### src/rtl/product_accumulator.sv
// product_accumulator: sums a frame of 16-bit products into an ACC_W-bit result behind a valid/ready handshake
// Ports: clk, rst (sync, active high); prod_in/prod_valid/prod_last/prod_ready = term input;
//        acc_out/acc_count/acc_valid/acc_ready/acc_ovf = frame result output.
// Build option: define SATURATE_EN to clamp the sum at all-ones on overflow instead of wrapping.
module product_accumulator #(
   parameter int ACC_W     = 32,
   parameter int MAX_TERMS = 16,
   localparam int CNT_W    = $clog2(MAX_TERMS + 1)
) (
   input  logic             clk,
   input  logic             rst,
   input  logic [15:0]      prod_in,
   input  logic             prod_valid,
   input  logic             prod_last,
   output logic             prod_ready,
   output logic [ACC_W-1:0] acc_out,
   output logic [CNT_W-1:0] acc_count,
   output logic             acc_valid,
   input  logic             acc_ready,
   output logic             acc_ovf
);
`ifdef SATURATE_EN
   localparam bit SAT = 1'b1;
`else
   localparam bit SAT = 1'b0;
`endif
   typedef enum logic [1:0] {IDLE, ACCUM, DONE} state_e;
   state_e           state_q, state_d;
   logic [ACC_W-1:0] acc_q, acc_d;
   logic [CNT_W-1:0] cnt_q, cnt_d, cnt_nx;
   logic             ovf_q, ovf_d;
   logic [ACC_W:0]   sum;
   logic             accept, first;
   always_comb begin
      first  = state_q == IDLE;
      accept = prod_valid && state_q != DONE;
      // a new frame starts from zero so no stale sum or overflow leaks in
      sum    = {1'b0, first ? '0 : acc_q} + {{(ACC_W-15){1'b0}}, prod_in};
      cnt_nx = first ? CNT_W'(1) : cnt_q + 1'b1;
      state_d = state_q;
      acc_d   = acc_q;
      cnt_d   = cnt_q;
      ovf_d   = ovf_q;
      if (state_q == DONE) begin
         if (acc_ready) state_d = IDLE;
      end else if (accept) begin
         // a clamped sum plus any term re-carries, so saturation holds for later terms
         acc_d   = (SAT && sum[ACC_W]) ? '1 : sum[ACC_W-1:0];
         cnt_d   = cnt_nx;
         ovf_d   = (!first && ovf_q) || sum[ACC_W];
         state_d = (prod_last || cnt_nx == CNT_W'(MAX_TERMS)) ? DONE : ACCUM;
      end
   end
   always_ff @(posedge clk) begin
      if (rst) begin
         state_q <= IDLE;
         acc_q   <= '0;
         cnt_q   <= '0;
         ovf_q   <= 1'b0;
      end else begin
         state_q <= state_d;
         acc_q   <= acc_d;
         cnt_q   <= cnt_d;
         ovf_q   <= ovf_d;
      end
   end
   assign prod_ready = state_q != DONE;
   assign acc_valid  = state_q == DONE;
   assign acc_out    = acc_q;
   assign acc_count  = cnt_q;
   assign acc_ovf    = ovf_q;
endmodule

### config.mk
export PLATFORM = sky130hd
export DESIGN_NAME = product_accumulator
export DESIGN_NICKNAME = d
export VERILOG_FILES = /design/src/rtl/product_accumulator.sv
export SDC_FILE = /design/constraint.sdc
export NUM_CORES = 1
export LEC_CHECK = 0
export BUFFER_PORTS_ARGS = -buffer_cell sky130_fd_sc_hd__buf_4
export CORE_UTILIZATION = 52
export CTS_CLUSTER_DIAMETER = 200
export CTS_CLUSTER_SIZE = 16
export DETAILED_ROUTE_END_ITERATION = 16
export HOLD_SLACK_MARGIN = 0.1
export PLACE_DENSITY = 0.78
export SLEW_MARGIN = 20
export SYNTH_ARGS = -nofsm -noshare
export SYNTH_HDL_FRONTEND = slang
export SYNTH_SLANG_ARGS = --single-unit
### constraint.sdc
create_clock -name clk -period 7.13 [get_ports clk]
set_input_delay 1.0695 -clock clk [delete_from_list [all_inputs] [get_ports clk]]
set_output_delay 1.0695 -clock clk [all_outputs]
set_load 0.01 [all_outputs]
==> metrics.yaml, run 1 <==
status:
  outcome: "finished clean"
route:
  routed_wl_um: 7550
  1st_iter_drt_viols: 258
  drt_first_pass_iters: 5
  vias_per_cell: 6.04
  vias: 3030
  drt.antenna.violating_nets: 0
  routedWlPerCell_um: 15.0
  drc: 0
timing:
  final_max_slew_viol_count: 0
  hold_slack_ns: 0.469
  rsz0062_at_grt: "no"
  portion_of_the_clock_cycle_consumed_by_the_worst_path_in_the_final_layout_pct: 48.9
  setup-tns-final_ns: 0
  fmax_mhz: 287
  max-slew-margin-rel_pct: 32.9
  worst_clock_skew_ns: 0.0109
  setup_violations: 0
  final_hold_viol_count: 0
  tightestPinTransition_ns: 1.00
  finalWorstPathRequiredPeriod_ns: 3.49
clocking:
  cts-resized-gates: 0
  post-cts-setup-buffer-count: 0
  cts.path.max_buffers: 2
  worstSkewPairLatency_ns: 0.31
  clock_pin_transition_on_the_worst_setup_and_hold_timing_paths_ns: 0.09
  root_driver: "sky130_fd_sc_hd__clkbuf_8"
  tritoncts_buffers: 5
  number_of_h_tree_branching_levels: 2
  cts_tree: "yes"
  numClockSinks: 40
  cts_hold_buf: 0
synthesis:
  post_synth_edffs: 0
  asyncSetResetFlopFracSynth_pct: 0
  synth_flop_cell: "sky130_fd_sc_hd__dfxtp_1"
  post_synthesis_share_of_cell_area_spent_on_full_adders_half_adders_and_majority_gates_pct: 7.94
  ys_seq_elements: 40
  synth-xor-area-share_pct: 3.88
  synth_warnings: 0
  seq_area_frac_synth_pct: 27.3
  mappedNetlistArea_sq_um: 2930
  synth-compound-area-share_pct: 23.3
  synthesis.nets: 424
  synth-simple-area-share_pct: 29.6
  netlist_instances: 385
  synth_top_family_by_area: "simple AND/OR/NAND/NOR gates"
  avgSynthCellArea_sq_um: 7.62
  ys_types: 64
  synth_mux_area_share_pct: 4.18
finish:
  finish.utilization_pct: 65.9
  finalNetCount: 471
  area.growth.synth_to_final_pct: 18.3
  insertedDiodeCount: 0
  final_layout_size_suffix_gt1_share_pct: 18.1
  fillers: 485
  regArea_sq_um: 801
  mostFrequentLayoutCell: "sky130_fd_sc_hd__buf_4"
  most-common-layout-cells: "61 x sky130_fd_sc_hd__buf_4, 60 x sky130_fd_sc_hd__nand2_1, 41 x sky130_fd_sc_hd__a21oi_1"
  multiInputGateArea_sq_um: 2020
floorplan:
  dieArea_sq_um: 5940
  die_height_um: 77.1
  io-pin-count: 61
  core_sq_um: 5270
  placementRows: 26
  dieWidth_um: 77.1
  floorplan.initialDensity_pct: 55.7
power_and_ir_drop:
  cellPowerDensity_nw_per_um2: 148
  ir_worst_vdd_v: 0.000105
  cellLeakagePower_nw: 1.48
  design_power_total_uw: 515
setup_path:
  r2r.worst_path.cells: 11
  critical_path.max_fanout: 14
  setup.worst_path.class: "reg -> reg"
  reg2reg_capture_point: "acc_out[22]$_SDFFE_PP0P_"
  critPathRequiredTime_ns: 7.33
  r2r_setup_slack_ns: 3.64
  r2r_start: "state_q[0]$_SDFFE_PP0P_"
  critPathArrivalTime_ns: 3.68
  start_kind: "flip-flop"
  critPathCaptureType: "flip-flop"
global_routing:
  grt_first_pass_wirelength_um: 12400
  grt.overflow.total: 0
  maximum_number_of_pins_on_one_net_before_global_route_repair: 64
  grt_antenna_before_repair: 0
  grt_pass1_vias: 2614
  global_route_usage_sum_pct: 25.9
min_path:
  worst_hold_path_class: "reg -> reg"
  timing.hold.worst.start: "acc_out[15]$_SDFFE_PP0P_"
  timing.hold.worst_path_depth: 2
  hold_end: "acc_out[15]$_SDFFE_PP0P_"
placed_design:
  place.port_buffers: 60
  finalWeightedCongestion: 0.884
  dp_hpwl_um: 5510
run:
  drv.max_cap_violation_count: 0
how the worst max path moves through the flow:
stage | depth (start not counted) | startpoint | endpoint
after CTS | 11 | state_q[0]$_SDFFE_PP0P_ | acc_out[30]$_SDFFE_PP0P_
after floorplan | 13 | state_q[0]$_SDFFE_PP0P_ | acc_out[22]$_SDFFE_PP0P_
after detailed placement | 11 | state_q[0]$_SDFFE_PP0P_ | acc_out[22]$_SDFFE_PP0P_
after global placement | 9 | prod_in[0] | acc_out[22]$_SDFFE_PP0P_
after global routing | 11 | state_q[0]$_SDFFE_PP0P_ | acc_out[22]$_SDFFE_PP0P_
final | 11 | state_q[0]$_SDFFE_PP0P_ | acc_out[22]$_SDFFE_PP0P_
where the power goes:
part | total, mW | switching [mW] | internal (mW) | leakage, nW
Clock | 0.155 | 0.0886 | 0.0665 | 0.0400
Combinational | 0.119 | 0.0692 | 0.0497 | 1.11
Sequential | 0.241 | 0.00818 | 0.233 | 0.326
Yosys cell counts (2+ instances only):
cell	instances	area (sq um)
sky130_fd_sc_hd__nand2_1	60	225
sky130_fd_sc_hd__a21oi_1	41	205
sky130_fd_sc_hd__dfxtp_1	40	801
sky130_fd_sc_hd__nor2_1	33	124
sky130_fd_sc_hd__ha_1	17	213
sky130_fd_sc_hd__nor2b_1	17	106
sky130_fd_sc_hd__clkbuf_1	14	52.6
sky130_fd_sc_hd__nand3_1	13	65.1
sky130_fd_sc_hd__nand3b_1	11	82.6
sky130_fd_sc_hd__o21ai_0	10	50.1
sky130_fd_sc_hd__mux2_1	7	78.8
sky130_fd_sc_hd__nor3_1	7	35.0
sky130_fd_sc_hd__xnor2_1	7	61.3
sky130_fd_sc_hd__a21o_1	6	45.0
sky130_fd_sc_hd__inv_1	6	22.5
sky130_fd_sc_hd__nand4_1	6	37.5
sky130_fd_sc_hd__o211ai_1	6	45.0
sky130_fd_sc_hd__xor2_1	6	52.6
sky130_fd_sc_hd__and3_1	5	31.3
sky130_fd_sc_hd__buf_2	4	20.0
sky130_fd_sc_hd__nand4b_1	4	35.0
sky130_fd_sc_hd__o22ai_1	4	25.0
sky130_fd_sc_hd__a211oi_1	3	22.5
sky130_fd_sc_hd__and2_1	3	18.8
sky130_fd_sc_hd__and4_1	3	26.3
sky130_fd_sc_hd__mux2_2	3	33.8
sky130_fd_sc_hd__o21a_1	3	22.5
sky130_fd_sc_hd__or4_1	3	22.5
sky130_fd_sc_hd__a211o_1	2	17.5
sky130_fd_sc_hd__a21boi_1	2	15.0
sky130_fd_sc_hd__a22oi_1	2	15.0
sky130_fd_sc_hd__a311oi_1	2	17.5
sky130_fd_sc_hd__a31o_1	2	17.5
sky130_fd_sc_hd__a31oi_1	2	12.5
sky130_fd_sc_hd__o21ai_1	2	10.0
registers in the layout (all words and copies together) (netlist names):
name / cells
acc_out: 32
acc_count: 5
state_q: 2
acc_ovf: 1
worst max-delay path: stages (launching register included):
cell and delay [ns]:
sky130_fd_sc_hd__dfxtp_1 0.39, sky130_fd_sc_hd__nor2_1 0.46, sky130_fd_sc_hd__buf_4 0.31, sky130_fd_sc_hd__nor2b_1 0.07, sky130_fd_sc_hd__ha_1 0.20, sky130_fd_sc_hd__fa_1 0.41
sky130_fd_sc_hd__a21o_1 0.21, sky130_fd_sc_hd__a221o_1 0.37, sky130_fd_sc_hd__a31o_1 0.27, sky130_fd_sc_hd__and3_4 0.20, sky130_fd_sc_hd__o211ai_2 0.16, sky130_fd_sc_hd__mux2_1 0.34
per-layer routing:
layer / part of all wire [%] / vias up / global-route usage, %
met5: 0 / - / 0
met4: 1.8 / 0 / 8.49
met3: 6.9 / 15 / 5.60
met2: 45 / 113 / 40.9
met1: 47 / 1415 / 35.0
li1: - / 1487 / -
logic make-up (layout without fill, tap and decap cells):
logic type,count (synthesis),count (layout)
compound gates,103,103
xor+xnor,13,13
fa+ha+maj,18,18
buf+inv,27,74
flops,40,40
mux,11,11
simple gates,173,173
per-stage QoR:
step	area [sq um]	setup slack (ns)	std cells
after detailed placement	3390	3.65	495
after floorplan	2930	3.73	385
after global routing	3470	3.40	502
after global placement	3390	3.71	495
final	3470	3.64	502
after CTS	3470	3.63	502
cell type report:
type                            count  area share (%)
Multi-Input combinational cell    318            58.2
Sequential cell                    40            23.1
Timing Repair Buffer               61            13.2
Tap cell                           70            2.52
Clock buffer                        5            1.98
Inverter                            6           0.649
Clock inverter                      2           0.360
Power figures use the tool's default switching activity.
==> run 2: changes to the inputs <==
==> constraint.sdc (replaced) <==
create_clock -name clk -period 3.4 [get_ports clk]
set_input_delay 0.51 -clock clk [delete_from_list [all_inputs] [get_ports clk]]
set_output_delay 0.51 -clock clk [all_outputs]
set_load 0.01 [all_outputs]
==> run 2 against run 1 <==
Cell area up 1.9%. Highest routed layer unchanged. Register-to-register slack lost 3.3 ns. Clock skew is 0.0041 ns lower. Count of clock-buffer cells in the layout is 2 higher. Critical path depth down 1. Worst hold slack worse by 0.065 ns. Combinational power is 120% higher.
==> metrics.yaml, run 2 (same netlist as run 1, synthesis figures left out) <==
status:
  outcome: "finished clean"
min_path:
  hold_end: "state_q[1]$_SDFFE_PP0P_"
  timing.hold.worst.start: "acc_ready"
  worst_hold_path_class: "in -> reg"
  timing.hold.worst_path_depth: 2
global_routing:
  global_route_usage_sum_pct: 26.6
  grt_antenna_before_repair: 0
  grt_use_met2_pct: 43.5
  grt_pass1_vias: 2741
  grt.overflow.total: 0
  grtUsageMet3_pct: 4.88
  grt_first_pass_wirelength_um: 12800
  maximum_number_of_pins_on_one_net_before_global_route_repair: 64
  grt.met1_usage_pct: 35.0
  grt.busiest_layer: "met2"
clocking:
  numClockSinks: 40
  cts_tree: "yes"
  cts_hold_buf: 0
  root_driver: "sky130_fd_sc_hd__clkbuf_8"
  worstSkewPairLatency_ns: 0.30
  post-cts-setup-buffer-count: 0
  tritoncts_buffers: 5
  cts-resized-gates: 0
  cts.path.max_buffers: 2
  number_of_h_tree_branching_levels: 2
  clock_pin_transition_on_the_worst_setup_and_hold_timing_paths_ns: 0.08
power_and_ir_drop:
  ir_worst_vdd_v: 0.000264
  design_power_total_mw: 1.20
  cellLeakagePower_nw: 1.52
  combPwrFrac_pct: 21.4
  p_seq_share_pct: 42.1
  p_sw_share_pct: 28.7
  cellPowerDensity_nw_per_um2: 339
  cell_internal_pwr_uw: 855
  proportion_of_power_drawn_by_the_clock_network_pct: 36.5
  switching_power_uw: 344
timing:
  fmax_mhz: 324
  setup_violations: 0
  max-slew-margin-rel_pct: 60.3
  tightestPinTransition_ns: 0.596
  portion_of_the_clock_cycle_consumed_by_the_worst_path_in_the_final_layout_pct: 90.7
  final_hold_viol_count: 0
  finalWorstPathRequiredPeriod_ns: 3.08
  worst_clock_skew_ns: 0.00684
  final_max_slew_viol_count: 0
  setup-tns-final_ns: 0
  rsz0062_at_grt: "no"
setup_path:
  r2r_start: "state_q[0]$_SDFFE_PP0P_"
  critPathRequiredTime_ns: 3.58
  setup.worst_path.class: "reg -> reg"
  r2r.worst_path.cells: 10
  cp.buffers_inverters: 1
  slowest_stage: "sky130_fd_sc_hd__a221o_1"
  reg2reg_capture_point: "acc_out[22]$_SDFFE_PP0P_"
  critical_path.cell_chain: "nor2_1 > buf_4 > nor2b_1 > ha_1 > a21o_1 > a221o_1 > a31o_1 > and3_4 > o211ai_2 > mux2_1"
  critPathArrivalTime_ns: 3.26
  crit_path_max_incr_delay_ns: 0.42
  r2r_setup_slack_ns: 0.32
  critical_path.max_fanout: 20
  start_kind: "flip-flop"
  crit_family: "compound AO/OA/AOI/OAI gates"
  critPathCaptureType: "flip-flop"
floorplan:
  die_height_um: 77.1
  core_sq_um: 5270
  floorplan.initialDensity_pct: 55.7
  dieArea_sq_um: 5940
  io-pin-count: 61
  dieWidth_um: 77.1
  placementRows: 26
route:
  drc: 0
  routedWlPerCell_um: 15.4
  routed_wl_um: 7810
  vias: 3031
  drt_first_pass_iters: 4
  drt.antenna.violating_nets: 0
  1st_iter_drt_viols: 311
  vias_per_cell: 5.99
placed_design:
  place.port_buffers: 60
  finalWeightedCongestion: 0.896
  dp_hpwl_um: 5580
finish:
  most-common-layout-cells: "64 x sky130_fd_sc_hd__buf_4, 60 x sky130_fd_sc_hd__nand2_1, 41 x sky130_fd_sc_hd__a21oi_1"
  area.growth.synth_to_final_pct: 20.6
  insertedDiodeCount: 0
  finalNetCount: 474
  final_layout_size_suffix_gt1_share_pct: 18.8
  flip_flop_count_of_the_largest_register_after_layout: 32
  mostFrequentLayoutCell: "sky130_fd_sc_hd__buf_4"
run:
  drv.max_cap_violation_count: 0
==> run 2: cell types whose count changed in the layout (fill, tap and decap cells not counted), sizes merged <==
cell	before	now
buf	61	64
clkbuf	5	7
bufinv	0	1
clkinv	1	0
clkinvlp	1	0
==> run 2: area by class of cell <==
cell class / count / area [sq um]
fillers: 475 / 1730
clock inverters: 1 / 30.0
multi-input cells: 318 / 2020
well taps: 70 / 87.6
flip-flops and latches: 40 / 801
repair buffers: 64 / 480
inverters: 6 / 22.5
clock buffers: 7 / 96.3
==> run 2: worst max-delay path by stage <==
stage	start	to	slack, ns	depth (start not counted)
2_1_floorplan	state_q[0]$_SDFFE_PP0P_	acc_out[22]$_SDFFE_PP0P_	0.003	13
3_3_place_gp	state_q[0]$_SDFFE_PP0P_	acc_out[22]$_SDFFE_PP0P_	0.51	10
6_report	state_q[0]$_SDFFE_PP0P_	acc_out[22]$_SDFFE_PP0P_	0.32	10
3_5_place_dp	state_q[0]$_SDFFE_PP0P_	acc_out[22]$_SDFFE_PP0P_	0.39	10
4_1_cts	state_q[0]$_SDFFE_PP0P_	acc_out[22]$_SDFFE_PP0P_	0.34	10
5_1_grt	state_q[0]$_SDFFE_PP0P_	acc_out[21]$_SDFFE_PP0P_	0.15	10
==> run 2: per-stage QoR <==
step | util [%] | hold WS [ns] | instance area [sq um] | worst slack [ns] | cells
after detailed placement | 64.7 | 0.459 | 3410 | 0.394 | 498
after floorplan | - | 0.484 | 2930 | 0.00300 | 385
after global routing | 67.1 | 0.398 | 3540 | 0.150 | 506
after CTS | 67.1 | 0.401 | 3540 | 0.340 | 506
final | 67.1 | 0.404 | 3540 | 0.317 | 506
after global placement | 64.7 | 0.451 | 3410 | 0.514 | 498
==> run 2: worst reg2reg max path, stage by stage (launching register included) <==
cell                       delay [ns]
sky130_fd_sc_hd__dfxtp_1         0.41
sky130_fd_sc_hd__nor2_1          0.23
sky130_fd_sc_hd__buf_4           0.29
sky130_fd_sc_hd__nor2b_1         0.08
sky130_fd_sc_hd__ha_1            0.35
sky130_fd_sc_hd__a21o_1          0.20
sky130_fd_sc_hd__a221o_1         0.42
sky130_fd_sc_hd__a31o_1          0.29
sky130_fd_sc_hd__and3_4          0.20
sky130_fd_sc_hd__o211ai_2        0.16
sky130_fd_sc_hd__mux2_1          0.33
==> run 2: power groups by stage <==
stage               clock, mW  combinational, mW  sequential, mW
floorplan                   0              0.160           0.519
global placement            0              0.248           0.515
detailed placement          0              0.252           0.516
CTS                     0.444              0.255           0.505
global route            0.459              0.279           0.508
finish                  0.437              0.256           0.505
==> run 2: layer usage <==
layer / share of wire [%] / up-vias
li1: - / 1492
met2: 46 / 93
met5: 0 / -
met4: 1.6 / 0
met1: 47 / 1432
met3: 5.7 / 14
==> run 3: changes to the inputs <==
--- a/config.mk
+++ b/config.mk
@@ -6,6 +6,7 @@
 export NUM_CORES = 1
 export LEC_CHECK = 0
 export BUFFER_PORTS_ARGS = -buffer_cell sky130_fd_sc_hd__buf_4
+export CORE_MARGIN = 4
 export CORE_UTILIZATION = 52
 export CTS_CLUSTER_DIAMETER = 200
 export CTS_CLUSTER_SIZE = 16
==> run 3 against run 2 <==
Worst setup slack better by 0.11 ns. Cell area fell by 0.64%. Core utilization down 2.9 points. Register-to-register slack better by 0.11 ns. Cell count up 0.59%. Critical endpoint is now acc_out[26]$_SDFFE_PP0P_. Largest power group unchanged. Highest routed layer unchanged.
==> metrics.yaml, run 3 (same netlist as run 1, synthesis figures left out) <==
timing:
  finalWorstPathRequiredPeriod_ns: 2.97
  fmax_mhz: 336
  worst_clock_skew_ns: 0.00511
  setup_violations: 0
  tightestPinTransition_ns: 0.571
  rsz0062_at_grt: "no"
  portion_of_the_clock_cycle_consumed_by_the_worst_path_in_the_final_layout_pct: 87.4
  final_max_slew_viol_count: 0
  setup-tns-final_ns: 0
  max-slew-margin-rel_pct: 62.0
  final_hold_viol_count: 0
finish:
  regArea_sq_um: 801
  final_layout_size_suffix_gt1_share_pct: 18.8
  finish.instance_area_sq_um: 3520
  area.growth.synth_to_final_pct: 19.9
  mostFrequentLayoutCell: "sky130_fd_sc_hd__buf_4"
  flip_flop_count_of_the_largest_register_after_layout: 32
  finalNetCount: 475
  insertedDiodeCount: 0
  most-common-layout-cells: "65 x sky130_fd_sc_hd__buf_4, 60 x sky130_fd_sc_hd__nand2_1, 41 x sky130_fd_sc_hd__a21oi_1"
  fillers: 504
  multiInputGateArea_sq_um: 2020
route:
  1st_iter_drt_viols: 217
  drt_first_pass_iters: 4
  vias_per_cell: 5.87
  routed_wl_um: 7590
  routedWlPerCell_um: 14.9
  drt.antenna.violating_nets: 0
  drc: 0
  vias: 2987
clocking:
  cts_tree: "yes"
  clock_pin_transition_on_the_worst_setup_and_hold_timing_paths_ns: 0.08
  number_of_h_tree_branching_levels: 2
  root_driver: "sky130_fd_sc_hd__clkbuf_8"
  cts.path.max_buffers: 2
  tritoncts_buffers: 5
  cts-resized-gates: 0
  cts_hold_buf: 0
  numClockSinks: 40
  worstSkewPairLatency_ns: 0.29
  post-cts-setup-buffer-count: 0
power_and_ir_drop:
  cellLeakagePower_nw: 1.50
  combPwrFrac_pct: 23.4
  cell_internal_pwr_uw: 762
  p_seq_share_pct: 45.9
  cellPowerDensity_nw_per_um2: 312
  proportion_of_power_drawn_by_the_clock_network_pct: 30.7
  switching_power_uw: 336
  ir_worst_vdd_v: 0.000200
  p_sw_share_pct: 30.6
floorplan:
  die_height_um: 83.1
  dieArea_sq_um: 6910
  floorplan.initialDensity_pct: 53.6
  placementRows: 27
  io-pin-count: 61
  dieWidth_um: 83.1
  core_sq_um: 5470
global_routing:
  grt_antenna_before_repair: 0
  maximum_number_of_pins_on_one_net_before_global_route_repair: 64
  grt.overflow.total: 0
  grt_pass1_vias: 2844
  global_route_usage_sum_pct: 21.8
  grt_first_pass_wirelength_um: 13000
placed_design:
  place.port_buffers: 60
  dp_hpwl_um: 5680
  placed_cell_area_sq_um: 3420
  finalWeightedCongestion: 0.857
status:
  outcome: "finished clean"
min_path:
  worst_hold_path_class: "in -> reg"
setup_path:
  critPathArrivalTime_ns: 3.16
  critical_path.max_fanout: 12
  start_kind: "flip-flop"
  critPathRequiredTime_ns: 3.59
  setup.worst_path.class: "reg -> reg"
  critPathCaptureType: "flip-flop"
run:
  drv.max_cap_violation_count: 0
## run 3: cell count changes in the layout (fill, tap and decap cells not counted)
cell and change:
sky130_fd_sc_hd__clkinvlp_4 +1, sky130_fd_sc_hd__buf_4 +1, sky130_fd_sc_hd__bufinv_16 -1, sky130_fd_sc_hd__clkbuf_1 +1, sky130_fd_sc_hd__clkbuf_8 -1
## run 3: final timing paths
kind | endpoint | slack [ns] | depth (start not counted) | from
setup reg to reg | acc_out[26]$_SDFFE_PP0P_ | 0.43 | 10 | state_q[0]$_SDFFE_PP0P_
hold reg to reg | acc_out[5]$_SDFFE_PP0P_ | 0.46 | 2 | acc_out[5]$_SDFFE_PP0P_
setup / recovery | acc_out[26]$_SDFFE_PP0P_ | 0.43 | 10 | state_q[0]$_SDFFE_PP0P_
hold / removal | state_q[1]$_SDFFE_PP0P_ | 0.41 | 2 | acc_ready
## run 3: worst max-delay path: stages (launching register included)
cell and delay [ns]:
sky130_fd_sc_hd__dfxtp_1 0.39, sky130_fd_sc_hd__nor2_1 0.20, sky130_fd_sc_hd__buf_4 0.22, sky130_fd_sc_hd__nor2b_1 0.09, sky130_fd_sc_hd__fa_1 0.43, sky130_fd_sc_hd__a21o_1 0.21
sky130_fd_sc_hd__a221o_1 0.37, sky130_fd_sc_hd__a31o_1 0.28, sky130_fd_sc_hd__and3_4 0.20, sky130_fd_sc_hd__o21bai_1 0.16, sky130_fd_sc_hd__mux2_1 0.33
## run 3: layout make-up
cell class / instances / share of cell area [%]
Multi-Input combinational cell: 318 / 57.5
Clock inverter: 1 / 0.214
Clock buffer: 7 / 2.46
Tap cell: 72 / 2.56
Timing Repair Buffer: 65 / 13.9
Sequential cell: 40 / 22.8
Inverter: 6 / 0.641
## run 3: per-stage QoR
stage          utilization (%)  worst slack, ns  hold slack (ns)  instances  total power, mW
3_3_place_gp              62.5            0.505            0.450        501            0.766
4_1_cts                   64.2            0.433            0.411        509             1.11
2_1_floorplan                -          0.00300            0.484        385            0.679
5_1_grt                   64.2            0.239            0.419        509             1.16
6_report                  64.2            0.428            0.414        509             1.10
3_5_place_dp              62.5            0.446            0.460        501            0.769
## run 3: layer usage
metal	vias up	global-route usage (%)	part of all wire (%)
li1	1499	-	-
met1	1393	29.6	47
met2	85	35.5	46
met3	10	4.46	6.2
met4	0	5.35	1.2
met5	-	0	0
## run 3: power by group through the flow
| stage | Clock, mW | Combinational (mW) | Sequential (mW) |
|---|---|---|---|
| after floorplan | 0 | 0.160 | 0.519 |
| after global routing | 0.370 | 0.283 | 0.507 |
| final | 0.337 | 0.257 | 0.504 |
| after detailed placement | 0 | 0.254 | 0.515 |
| after CTS | 0.348 | 0.256 | 0.504 |
| after global placement | 0 | 0.251 | 0.514 |
